[src/rtl/roberto_rx_quadro_pkg.sv]
// roberto_rx_quadro_pkg: ASCII framing constants and FSM state encoding shared by the command-frame parser.
package roberto_rx_quadro_pkg;
    localparam logic [6:0] ASCII_HASH    = 7'h23;
    localparam logic [2:0] ASCII_PREFIXO = 3'b011;
    typedef enum logic [2:0] {
        INICIAL = 3'd0,
        D1      = 3'd1,
        D2      = 3'd2,
        FIM     = 3'd3,
        VALIDO  = 3'd4,
        ERRO    = 3'd5
    } estado_t;
    function automatic logic eh_nibble(input logic [6:0] c);
        return c[6:4] == ASCII_PREFIXO;
    endfunction
endpackage

[src/rtl/contador_m.sv]
// contador_m: modulo-M counter with synchronous clear and enable; fim flags the terminal count M-1.
module contador_m #(
    parameter int M = 100,
    parameter int N = 7
) (
    input  logic clock,
    input  logic reset,
    input  logic zera_s,
    input  logic conta,
    output logic fim
);
    logic [N-1:0] q;
    always_ff @(posedge clock or negedge reset)
        if (!reset) q <= '0;
        else if (zera_s) q <= '0;
        else if (conta) q <= (q == N'(M - 1)) ? '0 : q + 1'b1;
    assign fim = q == N'(M - 1);
endmodule

[src/rtl/roberto_rx_quadro.sv]
// roberto_rx_quadro: parses 3 hex nibbles + '#' from rx_serial_7E1 into a 12-bit value with valid/ack handshake.
// Optional ROBERTO_RX_QUADRO_OVERRUN_EN adds a sticky overrun flag for bytes dropped while holding a value.
import roberto_rx_quadro_pkg::*;
module roberto_rx_quadro #(
    parameter int TIMEOUT_CICLOS = 1_000_000,
    parameter int BITS_TIMEOUT   = 20
) (
    input  logic        clock,
    input  logic        reset,
    input  logic [6:0]  rx_dado,
    input  logic        rx_pronto,
    input  logic        ack,
    output logic        cmd_valido,
    output logic [11:0] valor,
    output logic        cmd_erro,
    output logic [2:0]  db_estado
`ifdef ROBERTO_RX_QUADRO_OVERRUN_EN
    ,
    output logic        overrun
`endif
);
    estado_t estado, prox;
    logic [11:0] sh;
    logic fim, timeout, eh_nib, eh_hash;
    assign eh_nib  = eh_nibble(rx_dado);
    assign eh_hash = rx_dado == ASCII_HASH;
    assign timeout = fim & ~rx_pronto;
    contador_m #(.M(TIMEOUT_CICLOS), .N(BITS_TIMEOUT)) u_timeout (
        .clock  (clock),
        .reset  (reset),
        .zera_s (rx_pronto | (estado == INICIAL)),
        .conta  (estado inside {D1, D2, FIM}),
        .fim    (fim)
    );
    always_comb begin
        prox = INICIAL;
        case (estado)
            INICIAL: prox = !rx_pronto ? INICIAL : eh_nib ? D1 : eh_hash ? INICIAL : ERRO;
            D1:      prox = rx_pronto ? (eh_nib ? D2 : ERRO) : timeout ? ERRO : D1;
            D2:      prox = rx_pronto ? (eh_nib ? FIM : ERRO) : timeout ? ERRO : D2;
            FIM:     prox = rx_pronto ? (eh_hash ? VALIDO : ERRO) : timeout ? ERRO : FIM;
            // ack releases the value and the same cycle's byte starts a new frame
            VALIDO:  prox = !ack ? VALIDO : !rx_pronto ? INICIAL : eh_nib ? D1 : eh_hash ? INICIAL : ERRO;
            default: prox = INICIAL;
        endcase
    end
    always_ff @(posedge clock or negedge reset)
        if (!reset) begin
            estado <= INICIAL;
            sh     <= '0;
            valor  <= '0;
        end else begin
            estado <= prox;
            if (estado == ERRO) sh <= '0;
            else if (rx_pronto && eh_nib && (prox inside {D1, D2, FIM})) sh <= {sh[7:0], rx_dado[3:0]};
            if (estado == FIM && prox == VALIDO) valor <= sh;
        end
    assign cmd_valido = estado == VALIDO;
    assign cmd_erro   = estado == ERRO;
    assign db_estado  = estado;
`ifdef ROBERTO_RX_QUADRO_OVERRUN_EN
    always_ff @(posedge clock or negedge reset)
        if (!reset) overrun <= 1'b0;
        else if (estado == VALIDO && ack) overrun <= 1'b0;
        else if (estado == VALIDO && rx_pronto) overrun <= 1'b1;
`endif
endmodule
[config.mk]
export PLATFORM = sky130hd
export DESIGN_NAME = roberto_rx_quadro
export DESIGN_NICKNAME = d
export VERILOG_FILES = /design/src/rtl/roberto_rx_quadro_pkg.sv /design/src/rtl/contador_m.sv /design/src/rtl/roberto_rx_quadro.sv
export SDC_FILE = /design/constraint.sdc
export NUM_CORES = 1
export LEC_CHECK = 0
export ABC_AREA = 1
export BUFFER_PORTS_ARGS = -buffer_cell sky130_fd_sc_hd__buf_4
export CORE_MARGIN = 2
export CORE_UTILIZATION = 63
export DETAILED_ROUTE_END_ITERATION = 6
export PLACE_DENSITY = 0.85
export REMOVE_ABC_BUFFERS = 1
export SLEW_MARGIN = 20
export SYNTH_ARGS = -nofsm -noshare
export SYNTH_HDL_FRONTEND = slang
export SYNTH_HIERARCHICAL = 1
export SYNTH_SLANG_ARGS = --single-unit
export TNS_END_PERCENT = 10
[constraint.sdc]
create_clock -name clock -period 3 [get_ports clock]
set_input_delay 0.3 -clock clock [delete_from_list [all_inputs] [get_ports clock]]
set_output_delay 0.3 -clock clock [all_outputs]
set_load 0.01 [all_outputs]
* Word level (Yosys, flattened, before mapping)
Index checks and enable logic that the tools add are counted.
** Word-level totals
- Bits in registers :: 47
- Bits of input ports :: 11
- Output and inout port bits :: 17
- Word-level logic and storage cells :: 47
** Operators by class
- Add/sub/neg operators :: 1
- Equal/unequal tests :: 12
- Muxes and demuxes :: 19
- Bitwise gates (word level) :: 3
- Reductions and logical operators :: 8
** Operators with widths (count)
- $mux W20 :: 3
- $mux W3 :: 12
- $mux W12 :: 2
- $add A20 B1 Y20 const B :: 1
- $eq A20 B20 Y1 const B :: 1
- $eq A3 B2 Y1 const B :: 5
- $pmux W3 S5 :: 1
- $eq A3 B3 Y1 const B :: 3
- $eq A7 B6 Y1 const B :: 1
- $eq A3 B1 Y1 const B :: 2
- $reduce_bool A3 Y1 :: 2
- $reduce_bool A2 Y1 :: 2
- $logic_and A1 B1 Y1 :: 3
- $logic_not A3 Y1 :: 1
- $and A1 B1 Y1 :: 1
- $mux W1 :: 1
- $not A1 Y1 :: 1
- $or A1 B1 Y1 :: 1

* Longest topological paths before layout
- Word-level depth :: 11
- Gate-level depth with buffers :: 16
- Mapped depth without buffers :: 15

* Cells and area by module
Netlist, hierarchy kept.
** Modules (own cells, without submodules)
- roberto_rx_quadro :: instances 1, cells each 172, area an instance 1348.8 sq um, seq. area each 675.6 sq um
- contador_m :: instances 1, cells each 185, area an instance 1326.3 sq um, seq. area each 500.5 sq um

* Worst setup path after synthesis
Ideal clock, no wire load.
- Path type :: reg-to-reg
- Start point :: register u_timeout.q[0]
- End point :: register sh[10]
- Setup time :: 0.118 ns
- Arrival time :: 1.848 ns
- Required time :: 2.882 ns
- Path slack :: 1.034 ns
- Cell stages (with the launch flop) :: 15
- Buffers on the path :: 1
- Period minus slack after synthesis :: 1.966 ns
- Cell sequence :: dfrtp_1 > ha_1 > nand3_1 > nor2_2 > nand3_2 > inv_1 > nor2_1 > inv_1 > a21oi_1 > nor2_2 > nand3_2 > nand3_2 > buf_4 > nand3_1 > nand2_1
** On the way
- Word-level cells in the longest chain between the ends :: 9
- Elaborated cells on any way between the ends :: 15
- Those cells by class :: 4 x eq/ne; 7 x mux; 1 x bitwise; 3 x reduce/logical
** Ends and longest elaborated chain
- from (decl) :: line contador_m.sv:12 : logic [N-1:0] q;
- from (signal assigned) :: line contador_m.sv:16 : else if (conta) q <= (q == N'(M - 1)) ? '0 : q + 1'b1;
- $eq A20 B20 Y1 * :: line contador_m.sv:17 : assign fim = q == N'(M - 1);
- via fim :: line roberto_rx_quadro.sv:24 : logic fim, timeout, eh_nib, eh_hash;
- $and A1 B1 Y1 * :: line roberto_rx_quadro.sv:27 : assign timeout = fim & ~rx_pronto;
- $mux W3 (on tied branches) (2 in a row) :: line roberto_rx_quadro.sv:40, roberto_rx_quadro.sv:39, roberto_rx_quadro.sv:41
- $pmux W3 S5 * :: line roberto_rx_quadro.sv:37 : case (estado)
- $eq A3 B1 Y1 or $eq A3 B2 Y1 (tied branches) :: line roberto_rx_quadro.sv:55 : else if (rx_pronto && eh_nib && (prox inside {D1, D2, FIM})) sh <= {sh[7:0], rx_dado[3:0]};
- $reduce_bool A3 Y1 * :: line roberto_rx_quadro.sv:55
- $logic_and A1 B1 Y1 * :: line roberto_rx_quadro.sv:55
- $reduce_bool A2 Y1 (no line) *
- to (signal assigned) :: line roberto_rx_quadro.sv:55
- to (decl) :: line roberto_rx_quadro.sv:23 : logic [11:0] sh;
The timed path passes the listed nets; every way through them passes the cells marked *.
A chain may end at the register's enable or synchronous reset.

* Final worst setup path
- Start point :: register u_timeout.q[1]
- End point :: register valor[2]
** On the way
- Word-level cells in the longest chain between the ends :: 7
- Elaborated cells on any way between the ends :: 11
- Those cells by class :: 2 x eq/ne; 7 x mux; 1 x bitwise; 1 x reduce/logical
** Ends and longest elaborated chain
- $eq A20 B20 Y1 * :: line contador_m.sv:17
- via fim :: line roberto_rx_quadro.sv:24
- $and A1 B1 Y1 * :: line roberto_rx_quadro.sv:27
- $mux W3 (on tied branches) (2 in a row) :: line roberto_rx_quadro.sv:40, roberto_rx_quadro.sv:39, roberto_rx_quadro.sv:41
- $pmux W3 S5 * :: line roberto_rx_quadro.sv:37
- $eq A3 B3 Y1 * :: line roberto_rx_quadro.sv:56 : if (estado == FIM && prox == VALIDO) valor <= sh;
- $logic_and A1 B1 Y1 * :: line roberto_rx_quadro.sv:56
- to (signal assigned) :: line roberto_rx_quadro.sv:56
- to (decl) :: line roberto_rx_quadro.sv:14 : output logic [11:0] valor,
Marked as above.

==> run_results.csv <==
group,metric,value,unit
run_status,status,"finished with violations",
run_status,failing_checks,"negative hold slack",
placement,place.port_buffers,27,
synthesis,syn_area_per_cell,7.49,um2
finish,fin_cells,433,
sta,setup_viol,0,
floorplan,io_pins,28,
sta,finalHoldViolations,4,
synthesis,post_synth_num_cell_types,29,
floorplan,floorplan.die.height,69.2,um
synthesis,synthMostInstantiatedCell,"sky130_fd_sc_hd__nand2_1",
critical_path,crit_path_cell_trace,"ha_1 -> nand3_1 -> nor2_2 -> nand3_2 -> inv_1 -> nor2_1 -> nand4_1 -> o21ai_1 -> nor2_2 -> nand3_2 -> nor2_2 -> nand2_1 -> nand2_1",
critical_path,crit_type,"flop to flop",
finish,layout.cell_area.non_filler,3010,um2
floorplan,die_area,4780,um2
synthesis,synthFlopType,"sky130_fd_sc_hd__dfrtp_1",
flow_run,cap_violations,0,
power,power_report.internal_total,1.15,mW
global_routing,grt_first_pass_wirelength,10000,um
power,power_frac_clock,0.253,
finish,post-route-util,0.741,
synthesis,synth-async-reset-ratio,1.00,
cts,clock_sinks,47,
drt,total_iterations_of_the_first_detailed_routing_run,5,
critical_path,cp.arrival,2.66,ns
synthesis,seq_area_frac_synth,0.440,
sta,relSlewSlack,0.601,
finish,insertedDiodeCount,0,
critical_path,worstSetupEndpointType,"flop",
drt,drt-wirelength-per-cell,13.2,um
sta,worst_slew_pin_slew,0.598,ns
critical_path,worst_setup_path_startpoint,"u_timeout/q[1]",
cts,worst_skew_pair.late_latency,0.30,ns
finish,finalNetCount,394,
critical_path,worst_ep_required_time,3.25,ns
critical_path,reg2reg_setup_slack,0.59,ns
synthesis,yosysTopAreaCell,"sky130_fd_sc_hd__dfrtp_1",
critical_path,critPathBufInv,1,
floorplan,die_width,69.2,um
placement,routabilityCongestion,0.895,
power,pwr-share-seq,0.411,
synthesis,synth-edff-count,0,
critical_path,reg2reg_to,"valor[2]",
placement,cell_count_post_placement,425,
placement,placed_area,2890,um2
placement,detailedPlacementHpwl,4080,um
cts,cts_hold_buffers,0,
finish,flow.area_growth_from_synthesis,12.3,%
cts,cts_tree,"done",
cts,htree_levels,2,
synthesis,ys_top_cells_by_count,"sky130_fd_sc_hd__nand2_1, sky130_fd_sc_hd__dfrtp_1, sky130_fd_sc_hd__nor2_1, sky130_fd_sc_hd__inv_1, sky130_fd_sc_hd__nand3_1",
finish,ratio_of_cells_with_drive_above_1_in_the_final_layout,0.191,
global_routing,grt-ovfl-total,0,
power,p_leak,1.51,nW
power,power.share.switching,0.389,
sta,clock.fmax,0.415,GHz
synthesis,synthCells,357,
critical_path,worstSetupStartpointType,"flop",
synthesis,mappedNetlistArea,2680,um2
critical_path,crit-reg2reg-launch,"u_timeout/q[1]",
cts,cts_setup_buffers,0,
critical_path,number_of_cell_instances_on_the_worst_register_to_register_path,13,
power,power.net_switching,0.735,mW
sta,worst_clock_skew,0.00766,ns
synthesis,dominant_cells_by_area_after_synthesis,"sky130_fd_sc_hd__dfrtp_1, sky130_fd_sc_hd__nand2_1, sky130_fd_sc_hd__nand3_1",
global_routing,gr-usage-all-layers,0.254,
sta,setup_tns,0,ns
critical_path,crit_path_max_incr_delay,0.41,ns
floorplan,core-area,4060,um2
critical_path,critical-path-top-cell-by-count,"sky130_fd_sc_hd__nor2_2",
power,power.share.combinational,0.336,
synthesis,yosysTopAreaCellShare,0.440,
critical_path,worst_setup_path_endpoint,"valor[2]",
cts,cts_inserted_buffers,5,
critical_path,critical_path_depth,13,
worst_hold_path,hp-class,"primary input to asynchronous set/reset pin",
global_routing,grt_max_degree,48,
sta,finalHoldWorstSlack,-0.0145,ns
sta,rsz0062_at_grt,"no",
global_routing,via_count_of_the_first_global_routing_pass,2278,
critical_path,critical-path-slowest-cell,"sky130_fd_sc_hd__nor2_2",
synthesis,synth-seq-cells,47,
cts,worst_setup_hold_path_clk_slew,0.09,ns
cts,cts_repair_resizes,0,
sta,period_share,0.803,
cts,clk_path_buf_depth,2,
sta,finalMaxSlewViolations,0,
cts,clock_tree_root,"sky130_fd_sc_hd__clkbuf_8",
power,power_density_of_the_placed_cells,628,nW/um2
global_routing,antenna_found_initial,0,
drt,drc,0,
synthesis,yosys_warnings,6,
floorplan,initial_core_util,0.659,
drt,post_route_antenna_net_violation_count,0,
critical_path,crit_family,"simple AND/OR/NAND/NOR gates",
drt,route.final.wire_length,5700,um
critical_path,crit_path_max_fanout,12,
drt,initial_drc_count,197,
power,vdd_ir_drop_max,0.000552,V
floorplan,rows,23,
power,report.power.total,1.89,mW
drt,routed_via_density,5.54,
sta,final_period_minus_worst_setup_slack,2.41,ns
drt,via_count,2399,
-- registers in the layout, indices dropped and copies added (netlist names) --
name         cells
sh              12
valor           12
db_estado        3
u_timeout/q     20
-- worst register-to-register path: stages (launching register included) --
cell                      delay [ns]
sky130_fd_sc_hd__dfrtp_1        0.40
sky130_fd_sc_hd__ha_1           0.22
sky130_fd_sc_hd__nand3_1        0.16
sky130_fd_sc_hd__nor2_2         0.16
sky130_fd_sc_hd__nand3_2        0.16
sky130_fd_sc_hd__inv_1          0.09
sky130_fd_sc_hd__nor2_1         0.06
sky130_fd_sc_hd__nand4_1        0.07
sky130_fd_sc_hd__o21ai_1        0.08
sky130_fd_sc_hd__nor2_2         0.15
sky130_fd_sc_hd__nand3_2        0.17
sky130_fd_sc_hd__nor2_2         0.41
sky130_fd_sc_hd__nand2_1        0.12
sky130_fd_sc_hd__nand2_1        0.09
-- metrics by stage --
step	hold WS (ns)	setup WS (ns)
after detailed placement	0.345	0.634
after global routing	0.0448	0.243
final	-0.0145	0.592
after floorplan	0.00441	0.771
after global placement	0.341	0.744
after CTS	0.00902	0.597
-- per-layer routing --
layer,global-route usage,up-vias,part of all wire
met4,0.0632,0,0.011
met3,0.0453,7,0.053
met1,0.350,1117,0.47
met2,0.420,71,0.47
li1,-,1204,-
met5,0,-,0
-- worst min-delay path by stage --
stage / slack (ns) / to / startpoint
floorplan: 0.004 / db_estado[0] / reset
global placement: 0.34 / u_timeout/q[12] / reset
detailed placement: 0.34 / u_timeout/q[12] / reset
CTS: 0.009 / u_timeout/q[12] / reset
global route: 0.04 / u_timeout/q[9] / reset
finish: -0.01 / u_timeout/q[9] / reset
-- power by group through the flow --
stage                     Clock [mW]  Combinational [mW]  Sequential [mW]
final                          0.477               0.634            0.776
after global routing           0.516               0.712            0.787
after CTS                      0.484               0.633            0.774
after detailed placement           0               0.626            0.787
after global placement             0               0.609            0.786
after floorplan                    0               0.381            0.792
-- layout make-up --
class | count | area, um2
multi-input combinational | 260 | 1290
sequential | 47 | 1180
fill | 316 | 1050
timing repair buffer | 29 | 218
inverter | 39 | 148
clock buffer | 5 | 68.8
tap | 50 | 62.6
clock inverter | 3 | 46.3
-- cells by family after synthesis --
group,share of synthesized area
xor+xnor,0.0196
buf+inv,0.0795
simple gates,0.386
flops,0.440
compound gates,0.0702
fa+ha+maj,0.00468
-- placed cells by master, fill, tap and decap left out, types with 9 or more instances in the layout --
cell type                 netlist  final
sky130_fd_sc_hd__o21ai_1       16     16
sky130_fd_sc_hd__dfrtp_1       47     47
sky130_fd_sc_hd__nor2_1        36     36
sky130_fd_sc_hd__buf_4          3     29
sky130_fd_sc_hd__nand4_1       18     18
sky130_fd_sc_hd__inv_1         33     33
sky130_fd_sc_hd__nand3_1       30     30
sky130_fd_sc_hd__nand2_1       97     97
sky130_fd_sc_hd__a21oi_1        9      9
sky130_fd_sc_hd__nor2_2        12     12
Power figures use the tool's default switching activity.
